**config.mk**
```make
export PLATFORM = sky130hd
export DESIGN_NAME = twos_comp_deserializer_flat
export DESIGN_NICKNAME = d
export VERILOG_FILES = /design/src/rtl/twos_comp_pkg.sv /design/src/rtl/twos_comp_deserializer_if.sv /design/src/rtl/twos_comp_deserializer_negate_cell.sv /design/src/rtl/twos_comp_deserializer.sv /design/src/flat_wrapper.sv
export SDC_FILE = /design/constraint.sdc
export NUM_CORES = 1
export LEC_CHECK = 0
export ABC_AREA = 1
export BUFFER_PORTS_ARGS = -buffer_cell sky130_fd_sc_hd__buf_2
export CAP_MARGIN = 15
export CORE_MARGIN = 3
export CORE_UTILIZATION = 52
export CTS_CLUSTER_SIZE = 25
export DETAILED_ROUTE_END_ITERATION = 16
export PLACE_DENSITY_LB_ADDON = 0.15
export SLEW_MARGIN = 20
export SYNTH_ARGS = -nofsm -noshare
export SYNTH_HDL_FRONTEND = slang
export SYNTH_SLANG_ARGS = --single-unit
```
**constraint.sdc**
```tcl
create_clock -name t_clk -period 2 [get_ports t_clk]
set_input_delay 0.4 -clock t_clk [delete_from_list [all_inputs] [get_ports t_clk]]
set_output_delay 0.4 -clock t_clk [all_outputs]
set_load 0.03 [all_outputs]
```
**src/rtl/twos_comp_pkg.sv**
```systemverilog
// Shared definitions for the serial two's-complement receive path.
//   W_DEFAULT : default frame/word width in bits.
//   state_t   : receive state machine encoding (IDLE waits for sof, RECV collects bits).
package twos_comp_pkg;

    localparam int W_DEFAULT = 8;

    typedef enum logic {
        IDLE = 1'b0,
        RECV = 1'b1
    } state_t;

endpackage

```
**src/rtl/twos_comp_deserializer_if.sv**
```systemverilog
// Bus bundle between the serial link, the deserializer and the parallel consumer.
// Signals:
//   sin, sin_valid, sof     : serial bit, its qualifier and start-of-frame marker
//   dout, dout_raw          : recovered word and word as received
//   dout_valid, dout_ready  : parallel output handshake
//   overrun, frame_err      : sticky drop flag and mid-frame abort pulse
// Modports:
//   slave  : the deserializer side
//   master : the stimulus / consumer side
interface twos_comp_deserializer_if
    import twos_comp_pkg::*;
#(
    parameter int W = W_DEFAULT
);

    logic         sin;
    logic         sin_valid;
    logic         sof;
    logic [W-1:0] dout;
    logic [W-1:0] dout_raw;
    logic         dout_valid;
    logic         dout_ready;
    logic         overrun;
    logic         frame_err;

    modport slave (
        input  sin,
        input  sin_valid,
        input  sof,
        input  dout_ready,
        output dout,
        output dout_raw,
        output dout_valid,
        output overrun,
        output frame_err
    );

    modport master (
        output sin,
        output sin_valid,
        output sof,
        output dout_ready,
        input  dout,
        input  dout_raw,
        input  dout_valid,
        input  overrun,
        input  frame_err
    );

endinterface

```
**src/rtl/twos_comp_deserializer_negate_cell.sv**
```systemverilog
// Bit-serial two's-complement negation cell (LSB first).
// Bits up to and including the first 1 pass unchanged; every later bit is inverted.
// Ports:
//   clk     : clock
//   srst    : synchronous active-high reset
//   clear   : first bit of a new frame (already qualified by enable)
//   enable  : a bit is accepted this cycle
//   bit_in  : incoming serial bit
//   bit_out : negated bit for bit_in (combinational)
module serial_negate_cell (
    input  logic clk,
    input  logic srst,
    input  logic clear,
    input  logic enable,
    input  logic bit_in,
    output logic bit_out
);

    logic seen_one_reg;

    // A clearing bit is the first bit of a frame, so it never sees an
    // earlier 1 even if the flop still holds one from the aborted frame.
    assign bit_out = (seen_one_reg & ~clear) ? ~bit_in : bit_in;

    always_ff @(posedge clk) begin
        if (srst) begin
            seen_one_reg <= 1'b0;
        end else if (enable) begin
            if (clear) begin
                seen_one_reg <= bit_in;
            end else begin
                seen_one_reg <= seen_one_reg | bit_in;
            end
        end
    end

endmodule

```
**src/rtl/twos_comp_deserializer.sv**
```systemverilog
// Receive-end deserializer for LSB-first serial two's-complement frames.
// Collects W-bit frames, undoes the sender's negation bit-serially and
// presents both the raw and the recovered word with a valid/ready handshake.
// Ports:
//   t_clk : clock, all state updates on the rising edge
//   r     : synchronous active-high reset
//   bus   : slave side of twos_comp_deserializer_if (serial in, parallel out, flags)
module twos_comp_deserializer
    import twos_comp_pkg::*;
#(
    parameter int W = W_DEFAULT
) (
    input  logic                      t_clk,
    input  logic                      r,
    twos_comp_deserializer_if.slave   bus
);

    localparam int            CW   = $clog2(W);
    localparam logic [CW-1:0] LAST = CW'(W - 1);

    state_t        state_reg;
    logic [CW-1:0] count_reg;
    logic [W-1:0]  raw_reg;
    logic [W-1:0]  neg_reg;
    logic [W-1:0]  raw_next;
    logic [W-1:0]  neg_next;
    logic [W-1:0]  dout_reg;
    logic [W-1:0]  dout_raw_reg;
    logic          dout_valid_reg;
    logic          overrun_reg;
    logic          frame_err_reg;

    logic          accept;
    logic          start;
    logic          rec_bit;
    logic [CW-1:0] idx;
    logic          frame_done;

    assign accept = bus.sin_valid;
    assign start  = bus.sin_valid & bus.sof;

    // sof always writes position 0, even when it aborts a frame in progress.
    assign idx = start ? '0 : count_reg;

    // With W >= 2 a starting bit can never also be the last bit.
    assign frame_done = accept & ~start & (state_reg == RECV) & (count_reg == LAST);

    serial_negate_cell u_negate (
        .clk     (t_clk),
        .srst    (r),
        .clear   (start),
        .enable  (accept),
        .bit_in  (bus.sin),
        .bit_out (rec_bit)
    );

    // Next-value shift images: the current bit lands at idx; a new frame
    // clears the rest so no bits of an aborted frame linger.
    generate
        for (genvar gi = 0; gi < W; gi++) begin : g_bits
            assign raw_next[gi] = (idx == CW'(gi)) ? bus.sin
                                : (start ? 1'b0 : raw_reg[gi]);
            assign neg_next[gi] = (idx == CW'(gi)) ? rec_bit
                                : (start ? 1'b0 : neg_reg[gi]);
        end
    endgenerate

    always_ff @(posedge t_clk) begin
        if (r) begin
            state_reg      <= IDLE;
            count_reg      <= '0;
            raw_reg        <= '0;
            neg_reg        <= '0;
            dout_reg       <= '0;
            dout_raw_reg   <= '0;
            dout_valid_reg <= 1'b0;
            overrun_reg    <= 1'b0;
            frame_err_reg  <= 1'b0;
        end else begin
            frame_err_reg <= 1'b0;

            // Receive side
            if (start) begin
                frame_err_reg <= (state_reg == RECV);
                state_reg     <= RECV;
                count_reg     <= CW'(1);
                raw_reg       <= raw_next;
                neg_reg       <= neg_next;
            end else if (accept && state_reg == RECV) begin
                raw_reg <= raw_next;
                neg_reg <= neg_next;
                if (count_reg == LAST) begin
                    state_reg <= IDLE;
                    count_reg <= '0;
                end else begin
                    count_reg <= count_reg + CW'(1);
                end
            end

            // Output side: a completed word loads only if the holding
            // register is free or being emptied in this same cycle.
            if (frame_done) begin
                if (!dout_valid_reg || bus.dout_ready) begin
                    dout_reg       <= neg_next;
                    dout_raw_reg   <= raw_next;
                    dout_valid_reg <= 1'b1;
                end else begin
                    overrun_reg <= 1'b1;
                end
            end else if (dout_valid_reg && bus.dout_ready) begin
                dout_valid_reg <= 1'b0;
            end
        end
    end

    assign bus.dout       = dout_reg;
    assign bus.dout_raw   = dout_raw_reg;
    assign bus.dout_valid = dout_valid_reg;
    assign bus.overrun    = overrun_reg;
    assign bus.frame_err  = frame_err_reg;

endmodule

```
**src/flat_wrapper.sv**
```systemverilog
// flat-port wrapper written by rule: the top's interface ports become plain ports
module twos_comp_deserializer_flat import twos_comp_pkg::*;
#(
    parameter int W = W_DEFAULT
)
  (t_clk, r, bus_sin, bus_sin_valid, bus_sof, bus_dout_ready, bus_dout, bus_dout_raw, bus_dout_valid, bus_overrun, bus_frame_err);
  twos_comp_deserializer_if #(.W(W)) bus_i ();
  input  logic t_clk;
  input  logic r;
  input wire logic [$bits(bus_i.sin)-1:0] bus_sin;
  input wire logic [$bits(bus_i.sin_valid)-1:0] bus_sin_valid;
  input wire logic [$bits(bus_i.sof)-1:0] bus_sof;
  input wire logic [$bits(bus_i.dout_ready)-1:0] bus_dout_ready;
  output wire logic [$bits(bus_i.dout)-1:0] bus_dout;
  output wire logic [$bits(bus_i.dout_raw)-1:0] bus_dout_raw;
  output wire logic [$bits(bus_i.dout_valid)-1:0] bus_dout_valid;
  output wire logic [$bits(bus_i.overrun)-1:0] bus_overrun;
  output wire logic [$bits(bus_i.frame_err)-1:0] bus_frame_err;
  assign bus_i.sin = bus_sin;
  assign bus_i.sin_valid = bus_sin_valid;
  assign bus_i.sof = bus_sof;
  assign bus_i.dout_ready = bus_dout_ready;
  assign bus_dout = bus_i.dout;
  assign bus_dout_raw = bus_i.dout_raw;
  assign bus_dout_valid = bus_i.dout_valid;
  assign bus_overrun = bus_i.overrun;
  assign bus_frame_err = bus_i.frame_err;
  twos_comp_deserializer #(.W(W)) u_core (.t_clk(t_clk), .r(r), .bus(bus_i));
endmodule
```
======== Word level (Yosys, flattened, before mapping) ========
Cells that the tools add are included.
word-level totals
  flip-flop bits (word level) ............. 40
  output and inout bits ................... 19
operators by class
  $add $sub $neg .......................... 1
  equal/unequal tests ..................... 9
  multiplexer cells ....................... 48
  bitwise operators ....................... 9
  reduce and logical (&&, ||, !) cells .... 14
operator list
  operator             count
  $mux 1               42
  $mux 8               4
  $eq 3x3->1 const B   5
  $reduce_and 2->1     4
  $eq 3x2->1 const B   2
  $mux 3               2
  $reduce_bool 2->1    3
  $and 1x1->1          5
  $reduce_or 2->1      2
  $add 3x1->3 const B  1
  $eq 3x1->1 const B   1
  $logic_not 3->1      1
  $not 1->1            3
  $logic_and 1x1->1    2
  $ne 2x2->1 const B   1
  $logic_not 1->1      1
  $logic_or 1x1->1     1
  $or 1x1->1           1

======== Logic depth before layout (Yosys ltp) ========
Gate-level depths: netlist of run 1.
  depth after elaboration ................. 7
  mapped depth ............................ 10
  gate-level depth less buffers ........... 9

======== Modules after synthesis ========
Synthesis of run 1 repeated with hierarchy kept, for this count alone.
unflattened totals
  cells, all modules ...................... 341
  area, all modules ....................... 2142.1 µm²
by module, submodules not included
  module                  times used  cells an instance  area each (µm²)  sequential area each (µm²)
  twos_comp_deserializer  1           331                2079.5           780.7
  serial_negate_cell      1           10                 62.6             20.0

======== Least setup slack after synthesis of run 1 ========
OpenSTA, ideal clock, no wires.
  path type ............................... register to register
  from .................................... register u_core.count_reg[1]
  to ...................................... register u_core.dout_raw_reg[3], in the netlist u_core.bus.dout_raw[3]
  library setup time ...................... 109 ps
  arrival ................................. 1425 ps
  data required time ...................... 1891 ps
  setup slack ............................. 466 ps
  cell stages (with the launch flop) ...... 11
  buffers on the path ..................... 1
  cells stage by stage .................... dfxtp_1 ha_1 ha_1 nand2_1 inv_2 nand3_2 clkinv_2 buf_4 nand3_1 nand2_1 inv_1
on the way
  longest elaborated chain between the ends .. 3
  elaborated cells between the ends (all ways) .. 6
  classes of those cells .................. 2 x eq/ne; 2 x mux; 1 x bitwise; 1 x reduce/logical
RTL lines
  what                                               line                                                        RTL
  start: declaration                                 twos_comp_deserializer.sv:22                                logic [CW-1:0] count_reg;
  start signal: assignment                           twos_comp_deserializer.sv:96                                count_reg <= count_reg + CW'(1);
  $mux 3 / $eq 3x3->1 (equally long branches)        twos_comp_deserializer.sv:43, twos_comp_deserializer.sv:46
  $eq 3x2->1 / $and 1x1->1 (equally long branches)   twos_comp_deserializer.sv:61, twos_comp_deserializer.sv:46
  $mux 1 / $reduce_and 2->1 (equally long branches)  n/a
  end signal: assignment                             twos_comp_deserializer.sv:105                               dout_raw_reg <= raw_next;
  end: declaration                                   twos_comp_deserializer.sv:28                                logic [W-1:0] dout_raw_reg;
Parallel ways exist; a longest one is shown, timed or not.
A chain may end at the register's enable or synchronous reset.

======== Worst setup path in the final report of run 1 ========
  from .................................... register u_core.count_reg[2]
  to ...................................... register u_core.dout_reg[7], in the netlist u_core.bus.dout[7]
on the way
  longest elaborated chain between the ends .. 3
  elaborated cells between the ends (all ways) .. 6
  classes of those cells .................. 2 x eq/ne; 2 x mux; 1 x bitwise; 1 x reduce/logical
RTL lines
  what                                               line                                                        RTL
  $mux 3 / $eq 3x3->1 (equally long branches)        twos_comp_deserializer.sv:43, twos_comp_deserializer.sv:46
  $eq 3x3->1 / $and 1x1->1 (equally long branches)   twos_comp_deserializer.sv:63, twos_comp_deserializer.sv:46
  $mux 1 / $reduce_and 2->1 (equally long branches)  n/a
  end signal: assignment                             twos_comp_deserializer.sv:104                               dout_reg <= neg_next;
  end: declaration                                   twos_comp_deserializer.sv:27                                logic [W-1:0] dout_reg;
Parallel ways exist; a longest one is shown, timed or not.

==> results of run 1 <==
==> cell usage after synthesis <==
library cell   n
a211oi_1       3
a21oi_1       20
buf_1          2
buf_2          5
buf_4          3
clkbuf_1       3
clkinv_1       3
clkinv_2       1
dfxtp_1       40
ha_1           2
inv_1         85
inv_2          7
nand2_1       76
nand2_2        1
nand3_1       35
nand3_2        1
nand3b_1       1
nand4_1        7
nor2_1        24
nor3_1         2
o21ai_0       11
o21ai_1        6
==> how the worst min path moves through the flow <==
stage / slack, ns / depth (start not counted) / end / startpoint
after detailed placement: 0.46 / 2 / u_core.bus.overrun / u_core.bus.overrun
after floorplan: 0.45 / 2 / u_core.bus.frame_err / u_core.state_reg
after global placement: 0.45 / 2 / u_core.bus.overrun / u_core.bus.overrun
after global routing: 0.41 / 3 / u_core.u_negate.seen_one_reg / bus_sin_valid
after CTS: 0.38 / 3 / u_core.u_negate.seen_one_reg / bus_sin_valid
final: 0.38 / 3 / u_core.u_negate.seen_one_reg / bus_sin_valid
==> cells by family (layout without fill, tap and decap cells) <==
kind of cell / Yosys count / after routing / share of synthesized area
AND/OR/NAND/NOR: 147 / 147 / 0.301
AO/OA/AOI/OAI: 40 / 40 / 0.0994
flip-flops: 40 / 40 / 0.383
buffers and inverters: 109 / 133 / 0.205
adder cells (fa/ha/maj): 2 / 2 / 0.0120
==> layout make-up <==
cell class	instances	area, sq um	share of cell area
timing repair buffer	29	170	0.0721
inverter	96	362	0.153
clock buffer	6	72.6	0.0307
clock inverter	2	35.0	0.0148
multi-input combinational	189	861	0.365
tap	48	60.1	0.0254
sequential	40	801	0.339
==> power by group through the flow <==
stage	sequential (uW)	clock [uW]	combinational, uW
floorplan	861	0	155
global placement	863	0	198
detailed placement	863	0	200
CTS	845	674	201
global route	849	704	235
finish	845	659	200
==> per-stage QoR <==
stage          setup WS, ns  cells  hold WS (ns)  total power (uW)
2_1_floorplan         0.466    338         0.449              1020
3_3_place_gp          0.388    402         0.447              1060
3_5_place_dp          0.343    402         0.463              1060
4_1_cts               0.444    410         0.376              1720
5_1_grt               0.309    410         0.405              1790
6_report              0.432    410         0.380              1700
==> per-layer routing <==
metal | wire (um) | global-route usage | part of all wire
met5 | 0 | 0 | 0
met4 | 56 | 0.0521 | 0.013
met3 | 288 | 0.0507 | 0.065
met2 | 1780 | 0.307 | 0.40
met1 | 2280 | 0.269 | 0.52
==> tightest hold or removal path, delay by kind of cell <==
kind / cells / cell delay (ns)
buf+inv: 1 / 0.12
simple gates: 1 / 0.06
compound gates: 1 / 0.05
==> results.yml, run 1 <==
worst_setup_path:
  crit_family: "flip-flops"
  path_cells: "ha_1 -> nand2_1 -> inv_2 -> nand3_2 -> clkinv_2 -> nand3_1 -> nand2_1 -> inv_1"
  startpoint_type: "register"
  reg2reg_slack_ns: 0.43
  r2r_end: "u_core.bus.dout[7]"
  path_max_fanout: 16
  r2r-start: "u_core.count_reg[2]"
  crit_top_cell: "nand2_1"
  crit_start: "u_core.count_reg[2]"
  criticalPathCategory: "register to register"
  worstSetupEndpoint: "u_core.bus.dout[7]"
  reg2reg_depth: 8
  required_ns: 2.20
  cp-end-kind: "register"
  critPathBufInv: 3
  cp.arrival_ns: 1.77
  crit_slowest_cell: "dfxtp_1"
  critical_path_depth: 8
  cp_slowest_stage_delay_ns: 0.50
clock_tree:
  hold_buffers: 0
  cts_tree: "done"
  htreeDepth: 2
  post-cts-setup-buffers: 0
  cts_resized: 0
  cts.sinks: 40
  clock_latency_ns: 0.30
  clk_pin_slew_ns: 0.08
  cts_made_buffers: 5
  clockBufferDepth: 2
  ctsRootBufferMaster: "clkbuf_8"
power_and_ir_drop:
  seqPwrFrac: 0.496
  p_int_uw: 1270
  switching_power_uw: 435
  p_leak_uw: 0.00132
  clkPwrFrac: 0.387
  combPwrFrac: 0.118
  power_density_nw_per_um2: 722
  switching_share: 0.255
  peakVddDrop_mv: 0.395
die:
  core_area_sq_um: 3770
  die_h_um: 69.4
  die_area_sq_um: 4810
  io-pin-count: 25
  rows: 22
  fp.dieW_um: 69.4
  start_util: 0.554
yosys:
  synth_area_leaders: "dfxtp_1 (38%), inv_1 (15%), nand2_1 (14%)"
  yosys_warnings: 0
  ys_ff_latch: 40
  synth_top_area_cell: "dfxtp_1"
  avgSynthCellArea_sq_um: 6.18
  syn_inst: 338
  ys_types: 22
  syn_nets: 346
  yosysSeqAreaShare: 0.383
  synth_area_sq_um: 2090
  synth_top_cell_area_share: 0.383
grt:
  grt_pass1_wl_um: 7690
  overflow: 0
  antenna_found_initial: 0
  grt_usage: 0.197
  grt_max_degree: 34
  grt_pass1_vias: 1705
timing:
  setup_viol: 0
  final.min_clock_period_ns: 1.57
  slew_violations: 0
  final-hold-violation-count: 0
  fin_crit_sh: 0.784
  worstMarginPinSlew_ns: 0.462
  clock_skew_ns: 0.00808
  tns_ns: 0
  rsz0062_at_grt: "no"
  slew_headroom: 0.691
  fmax_mhz: 638
placed_design:
  numPortBuffers: 24
  dpl.hpwl_um: 3070
  place_congestion: 0.854
  placed_area_sq_um: 2250
cells_and_area:
  layout-drive-gt1-share: 0.127
  layout_common_cells: "inv_1 (85), nand2_1 (76), dfxtp_1 (40)"
  area_delta_synth_final_pct: 13.0
  fin_area_sq_um: 2360
  final_nets: 369
  final_util: 0.626
  n_fill_cell: 369
  n_antenna_cell: 0
  final_common_cell: "inv_1"
route:
  via_count: 1922
  drtIter0Drc: 141
  dr.pass1.iters: 4
  drt-total-wl_um: 4410
  wl_per_cell_um: 10.7
  viasPerCell: 4.69
  drc: 0
  ant_nets: 0
flow_run:
  maxCapViolCount: 0
run_status:
  status: "completed"
worst_hold_path:
  min_path_type: "input pin to register"
(Power assumes the default switching activity.)
==> run 2: changes to the inputs <==
- ABC_AREA: 1 -> 0
- CORE_UTILIZATION: 52 -> 51
- clock period: 2 -> 1.4 ns (I/O delays scaled with it)
==> results.yml, run 2 <==
route:
  dr.pass1.iters: 4
  viasPerCell: 5.68
  drtIter0Drc: 176
  ant_nets: 0
  drc: 0
  via_count: 1682
  drt-total-wl_um: 4610
  wl_per_cell_um: 15.6
cells_and_area:
  layout-drive-gt1-share: 0.372
  area_delta_synth_final_pct: 29.8
  final_common_cell: "dfxtp_1"
  layout_common_cells: "dfxtp_1 (36), nor2_1 (30), buf_4 (27)"
  n_antenna_cell: 0
  final_nets: 257
  fin_area_sq_um: 2450
worst_hold_path:
  hold_depth: 2
  min_to: "u_core.bus.dout_raw[1]"
  min_path_type: "input pin to register"
  worstHoldStart: "r"
clock_tree:
  ctsRootBufferMaster: "clkbuf_8"
  hold_buffers: 0
  clk_pin_slew_ns: 0.07
  cts_tree: "done"
  cts.sinks: 40
  clock_latency_ns: 0.29
  htreeDepth: 2
  cts_made_buffers: 5
  clockBufferDepth: 2
yosys:
  ys_async_sr_fraction: 0
  synth_area_leaders: "dfxtp_1 (42%), nor2_1 (6.0%), a32oi_1 (3.7%)"
  syn_inst: 201
  yosys_warnings: 0
  synth_most_common_cell: "dfxtp_1"
  ys_types: 46
  synth-edff-count: 0
  synth_top_cell_area_share: 0.424
  avgSynthCellArea_sq_um: 9.41
  synth_area_sq_um: 1890
  synth_top_area_cell: "dfxtp_1"
  ys_ff_latch: 40
  yosysSeqAreaShare: 0.424
  syn_nets: 209
  yosys-top-cells-count: "dfxtp_1 (40), nor2_1 (30), nand2_1 (14), a21oi_1 (12), o21ai_0 (12)"
  synth_ff_type: "dfxtp_1"
grt:
  grt_pass1_vias: 1597
  grt_pass1_wl_um: 7390
  grt_max_degree: 16
  grt_usage: 0.220
  met2_usage: 0.371
  antenna_found_initial: 0
  globalRouteMet1Util: 0.275
  grt.busiest_layer: "met2"
  overflow: 0
  grtUsageMet3: 0.0405
placed_design:
  placed_area_sq_um: 2200
  dpl.hpwl_um: 3100
  numPortBuffers: 24
  place_congestion: 0.862
  dp_slack_ns: -0.0752
die:
  rows: 21
  core_area_sq_um: 3440
  die_area_sq_um: 4470
  die_h_um: 66.9
  fp.dieW_um: 66.9
  io-pin-count: 25
  start_util: 0.549
worst_setup_path:
  cp.arrival_ns: 1.54
  r2r_end: "u_core.bus.dout[1]"
  cp_slowest_stage_delay_ns: 0.37
  crit_start: "u_core.count_reg[0]"
  path_cells: "buf_8 -> nor3b_4 -> mux2_2 -> a22o_1"
  r2r-start: "u_core.count_reg[0]"
  crit_slowest_cell: "dfxtp_4"
  cp-end-kind: "register"
  reg2reg_depth: 4
  criticalPathCategory: "register to register"
  path_max_fanout: 10
  startpoint_type: "register"
  reg2reg_slack_ns: 0.05
  required_ns: 1.59
timing:
  final.min_clock_period_ns: 1.35
  setup_viol: 0
  fin_crit_sh: 0.968
  slew_violations: 0
  slew_headroom: 0.643
  rsz0062_at_grt: "yes"
  worstMarginPinSlew_ns: 0.535
  fmax_mhz: 738
  worst_slack_ns: 0.0455
  clock_skew_ns: 0.00650
  final-hold-violation-count: 0
power_and_ir_drop:
  switching_power_uw: 528
  power_density_nw_per_um2: 936
  p_int_uw: 1770
  p_leak_uw: 0.000980
  clkPwrFrac: 0.401
  peakVddDrop_mv: 0.565
  combPwrFrac: 0.097
  seqPwrFrac: 0.503
  switching_share: 0.230
flow_run:
  maxCapViolCount: 0
run_status:
  status: "completed"
-- run 2: kinds of logic after synthesis --
family,share of synthesized area
AND/OR/NAND/NOR,0.207
adder cells (fa/ha/maj),0.0132
flip-flops,0.424
buffers and inverters,0.0688
multiplexers,0.0655
AO/OA/AOI/OAI,0.208
XOR/XNOR,0.0132
-- run 2: metrics by stage --
step | hold slack, ns | cells | setup TNS [ns] | total power (uW) | util
6_report | 0.264 | 296 | 0 | 2300 | 0.713
5_1_grt | 0.274 | 296 | -0.0728 | 2390 | 0.713
4_1_cts | 0.261 | 291 | 0 | 2290 | 0.676
3_5_place_dp | 0.444 | 282 | -0.501 | 1380 | 0.640
3_3_place_gp | 0.438 | 282 | -0.102 | 1370 | 0.640
2_1_floorplan | 0.446 | 201 | -0.00760 | 1310 | -
-- run 2: worst max-delay path: cells and delay by family, from the launching register on --
family / cells / cell delay (ns)
buf+inv: 1 / 0.14
flops: 1 / 0.37
simple gates: 1 / 0.20
mux: 1 / 0.35
compound gates: 1 / 0.19
-- run 2: area by class of cell --
type,count,area (sq um)
Tap cell,46,57.6
Fill cell,265,988
Sequential cell,40,813
Clock inverter,2,35.0
Multi-Input combinational cell,142,1030
Timing Repair Buffer,58,437
Clock buffer,6,72.6
Inverter,2,7.51
-- run 2: what timing repair did --
item / in CTS / in global routing
endpoints found under the hold margin: 0 / 0
pin swaps: 2 / 12
endpoints found under the setup margin: 7 / 27
gates resized for setup: 4 / 21
gates cloned: 0 / 1
setup buffers: 1 / 4
-- run 2: how the worst max path moves through the flow --
| stage | end | slack [ns] | depth (start not counted) |
|---|---|---|---|
| 2_1_floorplan | u_core.bus.dout_raw[5] | -0.004 | 6 |
| 3_5_place_dp | u_core.bus.dout_raw[6] | -0.08 | 6 |
| 3_3_place_gp | u_core.raw_reg[6] | -0.03 | 5 |
| 5_1_grt | u_core.bus.dout[0] | -0.02 | 4 |
| 6_report | u_core.bus.dout[1] | 0.05 | 4 |
| 4_1_cts | u_core.bus.dout[2] | 0.008 | 5 |
-- run 2: power by group through the flow --
stage	clock network, uW	registers, uW	logic (uW)
floorplan	0	1180	125
global placement	0	1180	192
detailed placement	0	1180	197
CTS	933	1160	200
global route	991	1160	242
finish	920	1150	222
-- run 2: per-layer routing --
| layer | wire [um] | share of wire | up-vias |
|---|---|---|---|
| met5 | 0 | 0 | - |
| met1 | 2060 | 0.45 | 790 |
| met3 | 254 | 0.055 | 9 |
| met4 | 67 | 0.015 | 0 |
| met2 | 2230 | 0.48 | 70 |
| li1 | - | - | 813 |
==> run 3: changes to the inputs <==
- CORE_UTILIZATION: 51 -> 52
- clock period: 1.4 -> 1.61 ns (I/O delays scaled with it)
==> results.yml, run 3 (synthesized netlist as in run 2, its figures left out) <==
run_status:
  status: "completed"
grt:
  overflow: 0
  grt_pass1_vias: 1515
  grt_pass1_wl_um: 7230
  grt_usage: 0.217
  antenna_found_initial: 0
  grt_max_degree: 23
die:
  start_util: 0.553
  io-pin-count: 25
  core_area_sq_um: 3420
  die_area_sq_um: 4400
  rows: 21
  fp.dieW_um: 66.3
  die_h_um: 66.3
route:
  drtIter0Drc: 87
  wl_per_cell_um: 15.5
  met2_length_um: 2130
  highest_layer: "met4"
  viasPerCell: 5.69
  drt-total-wl_um: 4290
  wl_met1_um: 1900
  wl_met3_um: 212
  drc: 0
  via_count: 1577
  ant_nets: 0
  dr.pass1.iters: 4
cells_and_area:
  area_delta_synth_final_pct: 11.8
  seq_area_sq_um: 802
  final_nets: 239
  n_fill_cell: 334
  multiInputGateArea_sq_um: 960
  final_common_cell: "dfxtp_1"
  layout_common_cells: "dfxtp_1 (39), nor2_1 (30), buf_2 (24)"
  layout-drive-gt1-share: 0.286
  final_util: 0.619
  n_antenna_cell: 0
  stdcell_count: 277
clock_tree:
  cts_made_buffers: 5
  hold_buffers: 0
  clk_pin_slew_ns: 0.11
  cts.sinks: 40
  cts_tree: "done"
  ctsRootBufferMaster: "clkbuf_4"
  htreeDepth: 2
  clockBufferDepth: 2
  clock_latency_ns: 0.35
timing:
  slew_violations: 0
  rsz0062_at_grt: "no"
  tns_ns: 0
  worstMarginPinSlew_ns: 0.465
  final-hold-violation-count: 0
  timing.hold.ws_ns: 0.310
  slew_headroom: 0.690
  setup_viol: 0
  clock_skew_ns: 0.00723
  final.min_clock_period_ns: 1.51
  fin_crit_sh: 0.939
  fmax_mhz: 662
worst_setup_path:
  r2r-start: "u_core.u_negate.seen_one_reg"
  startpoint_type: "register"
  reg2reg_slack_ns: 0.1
  crit_family: "compound AO/OA/AOI/OAI gates"
  critPathBufInv: 1
  path_cells: "a21boi_2 -> xor2_2 -> buf_4 -> mux2_2 -> a22o_1"
  r2r_end: "u_core.bus.dout[1]"
  path_max_fanout: 5
  criticalPathCategory: "register to register"
  crit_slowest_cell: "dfxtp_1"
  cp.arrival_ns: 1.76
  required_ns: 1.86
  cp-end-kind: "register"
  reg2reg_depth: 5
  cp_slowest_stage_delay_ns: 0.39
worst_hold_path:
  hold_depth: 3
  worstHoldStart: "bus_sin_valid"
  min_path_type: "input pin to register"
  min_to: "u_core.count_reg[0]"
placed_design:
  dpl.hpwl_um: 2970
  dp_cells: 268
  place_congestion: 0.860
  numPortBuffers: 24
power_and_ir_drop:
  power_uw: 1640
  peakVddDrop_mv: 0.433
  p_leak_uw: 0.000842
  power_density_nw_per_um2: 777
flow_run:
  maxCapViolCount: 0
-- run 3: final cells by class --
type | count | area share
Multi-Input combinational cell | 142 | 0.454
Sequential cell | 40 | 0.380
Timing Repair Buffer | 40 | 0.114
Tap cell | 46 | 0.0272
Clock buffer | 6 | 0.0195
Inverter | 2 | 0.00355
Clock inverter | 1 | 0.00237
-- run 3: how the worst max path moves through the flow --
stage | start | endpoint | slack, ns | depth (start not counted)
2_1_floorplan | u_core.count_reg[1] | u_core.bus.dout_raw[5] | 0.02 | 6
3_3_place_gp | u_core.count_reg[2] | u_core.bus.dout[1] | 0.10 | 4
3_5_place_dp | bus_sof | u_core.bus.dout[7] | 0.05 | 6
4_1_cts | u_core.count_reg[2] | u_core.bus.dout[1] | 0.05 | 4
6_report | u_core.u_negate.seen_one_reg | u_core.bus.dout[1] | 0.1 | 5
5_1_grt | u_core.u_negate.seen_one_reg | u_core.bus.dout[3] | 0.01 | 5
-- run 3: layer usage --
metal  up-vias  global-route usage
met1       758               0.267
met4         0              0.0635
met2        36               0.371
met3         7              0.0561
li1        776                   -
met5         -                   0
-- run 3: metrics by stage --
step           worst slack, ns  instance area [sq um]
2_1_floorplan           0.0221                   1890
3_3_place_gp             0.104                   2050
3_5_place_dp            0.0493                   2050
4_1_cts                 0.0500                   2100
5_1_grt                 0.0103                   2110
6_report                0.0988                   2110
-- run 3: tightest hold or removal path, stage by stage --
cell	delay, ns
buf_2	0.15
o21ai_0	0.08
a21oi_1	0.06
-- run 3: report_power, final --
group	switching, uW	leakage (uW)	internal, uW
Clock	315	0.0000281	161
Sequential	7.38	0.000324	999
Combinational	100	0.000491	59.5
-- run 3: what timing repair did --
action	in CTS	in global routing
resized for setup	0	1
buffers inserted	0	2
endpoints found under the setup margin	0	10
